$ cat src/rtl/alu_arbiter.sv
// rtl/alu_arbiter.sv - two-requester arbiter sharing one 4-bit ALU, result returned with valid/ready and requester ID
// Optional build macro ALU_ARB_FIXED_PRIO_EN: requester 0 always wins a tie instead of round-robin.
module alu_arbiter #(
  parameter int NREQ = 2,
  parameter int W    = 4
) (
  input  logic              clk,
  input  logic              rst,
  input  logic [NREQ-1:0]   req_valid,
  output logic [NREQ-1:0]   req_ready,
  input  logic [NREQ*W-1:0] req_a,
  input  logic [NREQ*W-1:0] req_b,
  input  logic [2*NREQ-1:0] req_op,
  output logic              resp_valid,
  input  logic              resp_ready,
  output logic              resp_id,
  output logic [2*W-1:0]    resp_r,
  output logic [3:0]        resp_flags,
  output logic              busy
);

  typedef enum logic [1:0] {
    IDLE = 2'd0,
    EXEC = 2'd1,
    RESP = 2'd2
  } state_t;

  state_t state, state_nxt;

  logic         last_grant;
  logic         win_id;
  logic         win_any;
  logic         grant;

  logic [W-1:0] op_a;
  logic [W-1:0] op_b;
  logic [1:0]   op_code;
  logic         op_id;

  logic [2*W-1:0] alu_r;
  logic [W:0]     diff;
  logic           alu_z;
  logic           alu_n;
  logic           alu_c;
  logic           alu_v;

  // Tie-break: the requester that was not served last, unless fixed priority is built in.
  always_comb begin
    win_id = 1'b0;
    case (req_valid)
      2'b10: win_id = 1'b1;
      2'b11: begin
`ifdef ALU_ARB_FIXED_PRIO_EN
        win_id = 1'b0;
`else
        win_id = ~last_grant;
`endif
      end
      default: win_id = 1'b0;
    endcase
  end

  assign win_any = |req_valid;

  always_comb begin
    req_ready = '0;
    if (state == IDLE && win_any) begin
      req_ready[win_id] = 1'b1;
    end
  end

  assign grant      = |(req_valid & req_ready);
  assign resp_valid = (state == RESP);
  assign busy       = (state != IDLE);

  always_ff @(posedge clk or posedge rst) begin
    if (rst) begin
      state <= IDLE;
    end else begin
      state <= state_nxt;
    end
  end

  always_comb begin
    state_nxt = state;
    case (state)
      IDLE: begin
        if (grant) begin
          state_nxt = EXEC;
        end
      end
      EXEC: state_nxt = RESP;
      RESP: begin
        if (resp_ready) begin
          state_nxt = IDLE;
        end
      end
      default: state_nxt = IDLE;
    endcase
  end

  // Operands are sampled only on the handshake edge.
  always_ff @(posedge clk or posedge rst) begin
    if (rst) begin
      op_a    <= '0;
      op_b    <= '0;
      op_code <= '0;
      op_id   <= 1'b0;
    end else if (grant) begin
      op_a    <= win_id ? req_a[2*W-1:W] : req_a[W-1:0];
      op_b    <= win_id ? req_b[2*W-1:W] : req_b[W-1:0];
      op_code <= win_id ? req_op[3:2]    : req_op[1:0];
      op_id   <= win_id;
    end
  end

  // Shared ALU, driven only from the operand registers.
  always_comb begin
    alu_r = '0;
    diff  = '0;
    alu_c = 1'b0;
    alu_v = 1'b0;
    case (op_code)
      2'b00: alu_r = {{W{1'b0}}, op_a} * {{W{1'b0}}, op_b};
      2'b01: begin
        diff  = {1'b0, op_a} - {1'b0, op_b};
        alu_r = {{W{1'b0}}, diff[W-1:0]};
        alu_c = diff[W];
        alu_v = (op_a[W-1] != op_b[W-1]) && (diff[W-1] != op_a[W-1]);
      end
      2'b10: alu_r = {{W{1'b0}}, op_a & op_b};
      default: alu_r = {{W{1'b0}}, op_a ^ op_b};
    endcase
    alu_z = (op_code == 2'b00) ? (alu_r == '0) : (alu_r[W-1:0] == '0);
    alu_n = (op_code == 2'b00) ? alu_r[2*W-1] : alu_r[W-1];
  end

  always_ff @(posedge clk or posedge rst) begin
    if (rst) begin
      resp_r     <= '0;
      resp_flags <= '0;
      resp_id    <= 1'b0;
      last_grant <= 1'b1;
    end else if (state == EXEC) begin
      resp_r     <= alu_r;
      resp_flags <= {alu_z, alu_n, alu_c, alu_v};
      resp_id    <= op_id;
      last_grant <= op_id;
    end
  end

endmodule

$ cat config.mk
export PLATFORM = sky130hd
export DESIGN_NAME = alu_arbiter
export DESIGN_NICKNAME = d
export VERILOG_FILES = /design/src/rtl/alu_arbiter.sv
export SDC_FILE = /design/constraint.sdc
export NUM_CORES = 1
export LEC_CHECK = 0
export CORE_AREA = 3 3 83 85
export CTS_CLUSTER_DIAMETER = 120
export CTS_CLUSTER_SIZE = 8
export DETAILED_ROUTE_END_ITERATION = 10
export DIE_AREA = 0 0 86 88
export SLEW_MARGIN = 30
export SYNTH_ARGS = -nofsm -noshare
export SYNTH_HDL_FRONTEND = slang
export SYNTH_SLANG_ARGS = --single-unit
$ cat constraint.sdc
create_clock -name clk -period 5.13 [get_ports clk]
set_input_delay 1.2825 -clock clk [delete_from_list [all_inputs] [get_ports clk]]
set_output_delay 1.2825 -clock clk [all_outputs]
set_load 0.005 [all_outputs]
==> results.md, run 1 <==
* Crit end category: output pin
* Most frequent cells in the layout: clkdlybuf4s50_1 (41), inv_1 (27), dfrtp_1 (26)
* GR Util All Layers at 10.8%
* DP HPWL at roughly 3200 microns
* Avg Inst Size Synth at approximately 9.5 sq um
* RSZ-0062 raised after global routing: no
* Routed wire per std cell at around 12 microns
* Crit Path Max Fanout at 12
* Cell Area, Synth at roughly 1900 sq um
* Crit share post-route at 78.1%
* Multi-input logic area at between 1000 and 1500 sq um
* Die W at roughly 86 microns
* Maximum clock path buffer count at 2
* Core ar. at 6280 sq um
* WL final at 3880 microns
* Pwr Total at 0.00134 W
* # rows at 29
* Outcome: finished, final reports clean
* Pin count of the biggest net entering global routing at 28
* Worst rel slew slack at roughly 46%
* #FFs+latches synth at 27
* Reg2reg setup slack at between 1.5 and 2 ns
* Total negative slack at 0 ns
* Antenna diodes at 0
* Synthesis warning total at 0
* Postcts setup bufs at 0
* Global-route wire length before repair at about 6600 microns
* Remaining antenna violation count after routing at 0
* Initial Util at 29.7%
* Pre-CTS setup slack at ~1.2 ns
* Worst path arrival time at about 2.7 ns
* Reg2reg end: resp_flags[3]
* Reg2Reg Depth at 10
* Io pins at 42
* Max stage delay cell, worst path: clkdlybuf4s50_1
* Total gr overflow at 0
* Fill cell instance count of the final layout at roughly 630
* Vias in the first global route at between 1000 and 1500
* Iter 0 DRT Violations at 99
* Root Buffer: clkbuf_8
* Pwr dens at around 560 nW/um^2
* Initial antenna violation count at 0
* Ratio of cells with drive above 1 in the final layout at under 10%
* Crit path kind: in2out
* Final setup vio count at 0
* Syn Inst Count at 196
* Hold Path Class: reg2reg
* RR Startpoint: op_b[3]
* DRC viols at 0
* Worst-Margin Slew at approximately 0.81 ns
* Worst Hold Launch: resp_id
* Worst Path Required at around 3.9 ns
* Area contributors post-synth: dfrtp_1 (35%), ha_1 (13%), inv_1 (5.6%), a222oi_1 (5.4%), fa_1 (5.4%)
* Crit start category: input port
* Top-area cell type share of the netlist area at a little over a third
* Max-slew violation count at 0
* Crit-path max cell delay at between 0.5 and 0.6 ns
* Cell variety after synth at 41
* Clock sink count at 27
* Htree depth at 1
* Clk slew on worst S/H paths at ~0.10 ns
* Area grow syn2layout at 28.1%
* Register area at between 600 and 700 sq um
* Crit-path cells: clkdlybuf4s50_1 -> inv_1 -> a211oi_1 -> buf_4 -> clkdlybuf4s50_1
* WHS Endpoint: resp_id
* Post-CTS resize count at 0
* Hold_buf cts at 0
* Final Hold Viols at 0
* Leak at about 1.2 nW
* Minimum clock period at between 4 and 5 ns
* Area leader, netlist: dfrtp_1
* Max Cap Viol at 0
* Seq/Total Area, Yosys at about 36%
* Worst Skew at just under 0.004 ns
* Clock latency at the later pin of the worst-skew pair at about 0.27 ns
* Hold Path Depth at 2
* CTS tree: built
* GP Congestion at around 0.8
* Total number of vias at between 1500 and 2000
* Die area at ~7600 sq um
* Via-per-instance ratio at 4.85
* Fin worst setup slack at 1.12 ns
* Fmax at 0.249 GHz
* 1st-pass router iterations at 5
* NumNets Final at 285
* Max IR drop VDD at roughly 0.22 mV
* Buffers on Ports at between 40 and 50
* TritonCTS Buffers at 3
* Most common cell on crit path: clkdlybuf4s50_1
* Syn_nets at roughly 250
* Most common cell after layout, fill and taps aside: clkdlybuf4s50_1
* Die height at around 90 microns
## kinds of logic after synthesis
logic type / Yosys count / synth area share [%]
flip-flops: 27 / 36.3
XOR/XNOR: 3 / 1.41
buffers and inverters: 37 / 7.99
AND/OR/NAND/NOR: 62 / 16.6
AO/OA/AOI/OAI: 38 / 15.7
multiplexers: 4 / 3.22
adder cells (fa/ha/maj): 25 / 18.8
## worst max path at each step
stage / start / end / slack [ns] / depth (start not counted)
2_1_floorplan: req_valid[0] / req_ready[1] / 1.96 / 2
3_3_place_gp: req_valid[1] / req_ready[1] / 1.14 / 5
3_5_place_dp: req_valid[1] / req_ready[1] / 1.15 / 5
4_1_cts: req_valid[1] / req_ready[1] / 1.13 / 5
5_1_grt: req_valid[1] / req_ready[1] / 1.05 / 5
6_report: req_valid[1] / req_ready[1] / 1.12 / 5
## critical path: cells and delay by family
kind	cells	cell delay, ns
compound gates	1	0.18
buf+inv	4	1.25
## Yosys cell counts (all sizes together)
library cell,n
a211oi,3
a21o,2
a21oi,5
a222oi,10
a311o,1
a32o,1
and2,5
and3b,1
and4b,1
buf,3
clkbuf,6
dfrtp,26
dfstp,1
fa,5
ha,20
inv,28
mux2,3
mux4,1
nand2,24
nand2b,3
nand3,6
nand3b,1
nand4,1
nand4b,1
nor2,12
nor2b,2
nor3,1
nor3b,2
o211a,1
o211ai,2
o21a,1
o21ai,10
o21bai,1
o41ai,1
or2,1
or4b,1
xnor2,1
xor2,2
## routing by layer
metal | share of wire [%] | GRT usage (%)
met1 | 49 | 14.5
met2 | 44 | 17.7
met3 | 6.1 | 2.45
met4 | 0.59 | 2.16
met5 | 0 | 0
## sequential cells by signal, indices dropped and copies added, names as in the netlist
signal,cells
last_grant,1
op_a,4
op_b,4
op_code,2
op_id,1
resp_flags,4
resp_id,1
resp_r,8
state,2
## layout make-up
class                           instances  share of cell area [%]
Clock buffer                            3                    1.73
Clock inverter                          1                   0.210
Inverter                               28                    4.40
Multi-Input combinational cell        132                    43.5
Sequential cell                        27                    28.3
Tap cell                               77                    4.03
Timing Repair Buffer                   43                    17.8
## per-stage QoR
stage | instance area (sq um) | instances | hold WS (ns) | utilization (%)
after floorplan | 1860 | 196 | 0.445 | -
after global placement | 2340 | 307 | 0.459 | 37.3
after detailed placement | 2340 | 307 | 0.463 | 37.3
after CTS | 2390 | 311 | 0.487 | 38.1
after global routing | 2390 | 311 | 0.523 | 38.1
final | 2390 | 311 | 0.481 | 38.1
## report_power, final
| part | internal (W) | switching [W] |
|---|---|---|
| registers | 0.000302 | 0.000109 |
| logic | 0.000396 | 0.000406 |
| clock network | 0.0000545 | 0.0000678 |
Note: power is estimated with default switching activity, not from simulation.
==> inputs of run 2 (changes only) <==
==> constraint.sdc (replaced) <==
create_clock -name clk -period 3.4 [get_ports clk]
set_input_delay 0.85 -clock clk [delete_from_list [all_inputs] [get_ports clk]]
set_output_delay 0.85 -clock clk [all_outputs]
set_load 0.005 [all_outputs]
==> run 2 against run 1 <==
Clock-buffer cell count stayed put. Clock power is 52% higher. Final cell count is 1.3% higher. Hold slack worse by 0.0018 ns. Die area stayed put. First-iteration DRC count is 29% lower. Register-to-register slack worse by 1.6 ns. Critical path depth is 1 lower. Core utilization is 0.54 points higher. Routed wire length is 2.5% higher.
==> results.md, run 2 (same netlist as run 1, synthesis figures left out) <==
* Clk slew on worst S/H paths at 0.10 ns
* Max Cap Viol at 0
* Root Buffer: clkbuf_8
* WL final at 3980 microns
* Reg with most FFs: resp_r
* Crit path kind: in2out
* Met2 WL at around 1800 microns
* CTS tree: built
* Clock latency at the later pin of the worst-skew pair at between 0.2 and 0.3 ns
* Leak at 1.20 nW
* Pin count of the biggest net entering global routing at 28
* Outcome: finished, final reports clean
* Worst path top cell family by delay: buffers and inverters
* Vias in the first global route at ~1500
* Via-per-instance ratio at 4.77
* WL met1 at around 2000 microns
* TritonCTS Buffers at 3
* GR Util All Layers at 11.3%
* Hold Path Class: reg2reg
* Max IR drop VDD at 0.343 mV
* Core ar. at between 6000 and 7000 sq um
* NumNets Final at ~290
* Maximum clock path buffer count at 2
* DRC viols at 0
* Worst-Margin Slew at approximately 0.64 ns
* Final setup vio count at 0
* Routed wire per std cell at ~13 microns
* GP Congestion at between 0.9 and 1
* Antenna diodes at 0
* 1st-pass router iterations at 5
* Die W at approximately 86 microns
* Htree depth at 1
* Initial Util at just under 30%
* Max-slew violation count at 0
* Metal3 WL at between 200 and 250 microns
* # rows at 29
* Total negative slack at 0 ns
* Worst hold margin at roughly 0.48 ns
* Crit share post-route at ~93%
* Postcts setup bufs at 0
* Worst Skew at between 0.007 and 0.008 ns
* Total gr overflow at 0
* Worst Path Required at around 2.6 ns
* Max stage delay cell, worst path: clkdlybuf4s50_1
* Most common cell after layout, fill and taps aside: clkdlybuf4s50_1
* Crit start category: input port
* Crit-path max cell delay at a little under 0.6 ns
* CP bufs+invs at 3
* Worst path arrival time at ~2.3 ns
* Remaining antenna violation count after routing at 0
* Clock sink count at 27
* Uppermost layer routed: met4
* Die area at between 7000 and 8000 sq um
* Crit Path Max Fanout at 2
* Most frequent cells in the layout: clkdlybuf4s50_1 (41), inv_1 (28), dfrtp_1 (25)
* Final Hold Viols at 0
* Minimum clock period at approximately 3.2 ns
* Io pins at 42
* Fmax at about 0.32 GHz
* Crit end category: output pin
* Total number of vias at 1502
* Most common cell on crit path: clkdlybuf4s50_1
* Ratio of cells with drive above 1 in the final layout at 8.40%
* Die height at 88 microns
* DP HPWL at between 3000 and 4000 microns
* Worst rel slew slack at 57.3%
* Buffers on Ports at 41
* Crit-path cells: clkdlybuf4s50_1 -> inv_1 -> a211oi_1 -> clkdlybuf4s50_1
* Initial antenna violation count at 0
* Post-CTS resize count at 0
* RSZ-0062 raised after global routing: no
* Iter 0 DRT Violations at 70
* Largest register FFs at 8
* Area grow syn2layout at 29.9%
* Global-route wire length before repair at ~6900 microns
* Hold_buf cts at 0
* Pwr dens at between 800 and 900 nW/um^2
run 2: cell count changes in the layout (fill, tap and decap cells not counted):
cell,delta
clkinv_2,-1
dfrtp_2,+1
o21ai_1,-1
inv_2,-1
clkinvlp_4,+1
inv_1,+1
dfrtp_1,-1
o21ai_0,+1
buf_4,+4
run 2: worst reg2reg max path: cells and delay by family (launching register included):
family | cells | cell delay (ns)
fa+ha+maj | 3 | 1.48
compound gates | 4 | 0.76
flops | 1 | 0.46
xor+xnor | 1 | 0.19
simple gates | 1 | 0.10
buf+inv | 1 | 0.05
run 2: worst paths after layout:
path,cells after the start,start,end,slack (ns)
setup / recovery,4,req_valid[1],req_ready[1],0.23
min in group asynchronous,3,rst,state[0],0.92
hold / removal,2,resp_r[6],resp_r[6],0.48
hold reg to reg,2,resp_r[6],resp_r[6],0.48
max in group asynchronous,3,rst,last_grant,2.19
setup reg to reg,10,op_a[2],resp_flags[3],0.26
run 2: final cells by class:
class | count | area (sq um)
fillers | 638 | 3850
multi-input cells | 132 | 1040
flip-flops and latches | 27 | 678
repair buffers | 47 | 455
inverters | 28 | 105
well taps | 77 | 96.3
clock buffers | 3 | 41.3
clock inverters | 1 | 7.51
run 2: per-layer routing:
| layer | up-vias | GRT usage (%) |
|---|---|---|
| met4 | 0 | 2.59 |
| met5 | - | 0 |
| met1 | 688 | 15.3 |
| met3 | 4 | 2.45 |
| met2 | 44 | 18.6 |
| li1 | 766 | - |
run 2: per-stage QoR:
| step | cell area, sq um | power (W) | utilization, % | instances | worst slack [ns] |
|---|---|---|---|---|---|
| 6_report | 2420 | 0.00205 | 38.6 | 315 | 0.231 |
| 5_1_grt | 2420 | 0.00230 | 38.6 | 315 | 0.0327 |
| 4_1_cts | 2420 | 0.00207 | 38.6 | 315 | 0.205 |
| 3_5_place_dp | 2370 | 0.00187 | 37.8 | 311 | 0.218 |
| 3_3_place_gp | 2370 | 0.00186 | 37.8 | 311 | 0.264 |
| 2_1_floorplan | 1860 | 0.00147 | - | 196 | 0.379 |
run 2: where the power goes:
part | internal [W] | switching, W | total (W)
combinational | 0.000619 | 0.000648 | 0.00127
sequential | 0.000458 | 0.000138 | 0.000595
clock | 0.0000833 | 0.000103 | 0.000186
==> inputs of run 3 (changes only) <==
--- a/config.mk
+++ b/config.mk
@@ -5,11 +5,12 @@
 export SDC_FILE = /design/constraint.sdc
 export NUM_CORES = 1
 export LEC_CHECK = 0
-export CORE_AREA = 3 3 83 85
+export ABC_AREA = 1
+export CORE_AREA = 8 8 89 91
 export CTS_CLUSTER_DIAMETER = 120
 export CTS_CLUSTER_SIZE = 8
 export DETAILED_ROUTE_END_ITERATION = 10
-export DIE_AREA = 0 0 86 88
+export DIE_AREA = 0 0 97 99
 export SLEW_MARGIN = 30
 export SYNTH_ARGS = -nofsm -noshare
 export SYNTH_HDL_FRONTEND = slang
==> run 3 against run 2 <==
Register-to-register slack gained 0.31 ns. Sequential share of layout area is 0.46 points lower. Worst setup slack better by 0.080 ns.
==> results.md, run 3 <==
* Crit path from: req_valid[1]
* Postcts setup bufs at 0
* DP HPWL at 3490 microns
* Die area at just under 10000 sq um
* Final core occ at between 30% and 40%
* Minimum clock period at 3.09 ns
* Seq/Total Area, Yosys at a little over a third
* Pin count of the biggest net entering global routing at 28
* Sequential cell fraction of total power at between 20 and 30%
* Worst path arrival time at ~2.2 ns
* RSZ-0062 raised after global routing: no
* Clock sink count at 27
* Max Cap Viol at 0
* Buffers on Ports at 41
* GP Congestion at about 0.81
* Crit path kind: in2out
* Io pins at 42
* Post-synth top cells: nand2_1 (86), inv_1 (31), dfrtp_1 (26)
* Hold_buf cts at 0
* Synthesis warning total at 0
* Area contributors post-synth: dfrtp_1 (34%), nand2_1 (17%), ha_1 (13%), inv_1 (6.1%), fa_1 (5.2%)
* Pwr Total at 0.00215 W
* Die height at between 90 and 100 microns
* Area leader, netlist: dfrtp_1
* NumNets Final at between 300 and 400
* Remaining antenna violation count after routing at 0
* WL final at between 4000 and 5000 microns
* Crit-path cells: clkdlybuf4s50_1 -> nor2_1 -> nor2_4 -> nand2_2 -> inv_2 -> clkdlybuf4s50_1
* Ratio of cells with drive above 1 in the final layout at roughly 6.6%
* Crit Path Max Fanout at 11
* CP Capture Point: req_ready[0]
* Hold Path Depth at 2
* #FFs+latches synth at 27
* Cell variety after synth at 29
* Total gr overflow at 0
* Comb pwr share at a little over three fifths
* Most frequently used flop master after synthesis: dfrtp_1
* Core ar. at roughly 6600 sq um
* DRC viols at 0
* Crit-path max cell delay at roughly 0.53 ns
* Cell Area, Synth at roughly 1900 sq um
* Reg with most FFs: resp_r
* Most frequent cells in the layout: nand2_1 (86), clkdlybuf4s50_1 (41), inv_1 (31)
* Leak at between 1 and 1.5 nW
* Outcome: finished, final reports clean
* Most common cell on crit path: clkdlybuf4s50_1
* Crit end category: output pin
* Maximum clock path buffer count at 2
* Register area at between 600 and 700 sq um
* Most instantiated library cell after synthesis: nand2_1
* Final setup vio count at 0
* Max stage delay cell, worst path: clkdlybuf4s50_1
* Avg Inst Size Synth at around 8 sq um
* Pwr dens at 876 nW/um^2
* TritonCTS Buffers at 3
* 1st-pass router iterations at 4
* Routed wire per std cell at between 10 and 15 microns
* Iter 0 DRT Violations at 69
* Largest register FFs at 8
* Initial Util at 29.1%
* Max-slew violation count at 0
* Reg2reg end: resp_flags[3]
* Worst Path Required at between 2 and 3 ns
* Reg2Reg Depth at 13
* CTS tree: built
* Vias in the first global route at about 1700
* Hold Path Class: reg2reg
* Multi-input logic area at between 1000 and 1500 sq um
* Fill cell instance count of the final layout at 693
* Most common cell after layout, fill and taps aside: nand2_1
* Crit start category: input port
* Worst Skew at around 0.0016 ns
* Total number of vias at between 1500 and 2000
* Global-route wire length before repair at 7660 microns
* Syn Inst Count at ~250
* Clk slew on worst S/H paths at about 0.09 ns
* EDFF count, synth at 0
* Area grow syn2layout at 28.6%
* Worst-Margin Slew at 0.340 ns
* GR Util All Layers at under 10%
* Via-per-instance ratio at 4.31
* Async SR Flop Fraction at 100%
* Switch Pwr at between 0.001 and 0.0015 W
* Clk pwr share at around 8%
* Clock latency at the later pin of the worst-skew pair at about 0.27 ns
* Switching share of total power at 47.1%
* Post-CTS resize count at 0
* Crit share post-route at between 90% and 100%
* Root Buffer: clkbuf_8
* RR Startpoint: op_a[1]
* Syn_nets at 296
* Max IR drop VDD at about 0.32 mV
* Antenna diodes at 0
* Die W at around 97 microns
* Initial antenna violation count at 0
* Reg2reg setup slack at approximately 0.57 ns
* # rows at 30
* Fmax at about 0.32 GHz
* Final Hold Viols at 0
* Internal power at between 0.001 and 0.0015 W
* Top-area cell type share of the netlist area at approximately 34%
* Worst rel slew slack at ~77%
* Total negative slack at 0 ns
* Htree depth at 1
==> run 3: final cells by class <==
type	instances	share of cell area [%]
Inverter	36	5.50
Clock buffer	3	1.68
Tap cell	80	4.07
Timing Repair Buffer	44	17.6
Sequential cell	27	27.5
Clock inverter	1	0.204
Multi-Input combinational cell	178	43.4
==> run 3: critical path: cells and delay by family <==
| kind | cells | cell delay, ns |
|---|---|---|
| buffers and inverters | 3 | 1.15 |
| AND/OR/NAND/NOR | 3 | 0.23 |
==> run 3: kinds of logic after synthesis <==
kind of cell | count (synthesis) | share of synthesized area [%]
compound gates | 30 | 9.62
xor+xnor | 1 | 0.458
fa+ha+maj | 25 | 18.3
buf+inv | 41 | 8.77
flops | 27 | 35.4
simple gates | 122 | 27.4
==> run 3: power by group through the flow <==
stage	combinational, W	sequential, W	clock, W
floorplan	0.000995	0.000579	0
global placement	0.00138	0.000617	0
detailed placement	0.00138	0.000620	0
CTS	0.00139	0.000614	0.000184
global route	0.00162	0.000642	0.000192
finish	0.00136	0.000614	0.000176
==> run 3: through the flow <==
step	hold slack, ns	cells	setup slack, ns	area, sq um
after floorplan	0.443	246	0.729	1910
after global placement	0.456	365	0.306	2410
after detailed placement	0.457	365	0.304	2410
after CTS	0.473	369	0.292	2460
after global routing	0.504	369	0.227	2460
final	0.470	369	0.311	2460
==> run 3: routing by layer <==
layer | track usage, % | part of all wire [%] | vias to the layer above
met5 | 0 | 0 | -
met4 | 2.01 | 1.4 | 0
met3 | 3.36 | 6.3 | 6
met2 | 14.2 | 41 | 42
met1 | 11.7 | 51 | 677
li1 | - | - | 867
==> run 3: how the worst min path moves through the flow <==
| stage | from | endpoint |
|---|---|---|
| floorplan | last_grant | last_grant |
| global placement | last_grant | last_grant |
| detailed placement | last_grant | last_grant |
| CTS | last_grant | last_grant |
| global route | resp_r[6] | resp_r[6] |
| finish | last_grant | last_grant |
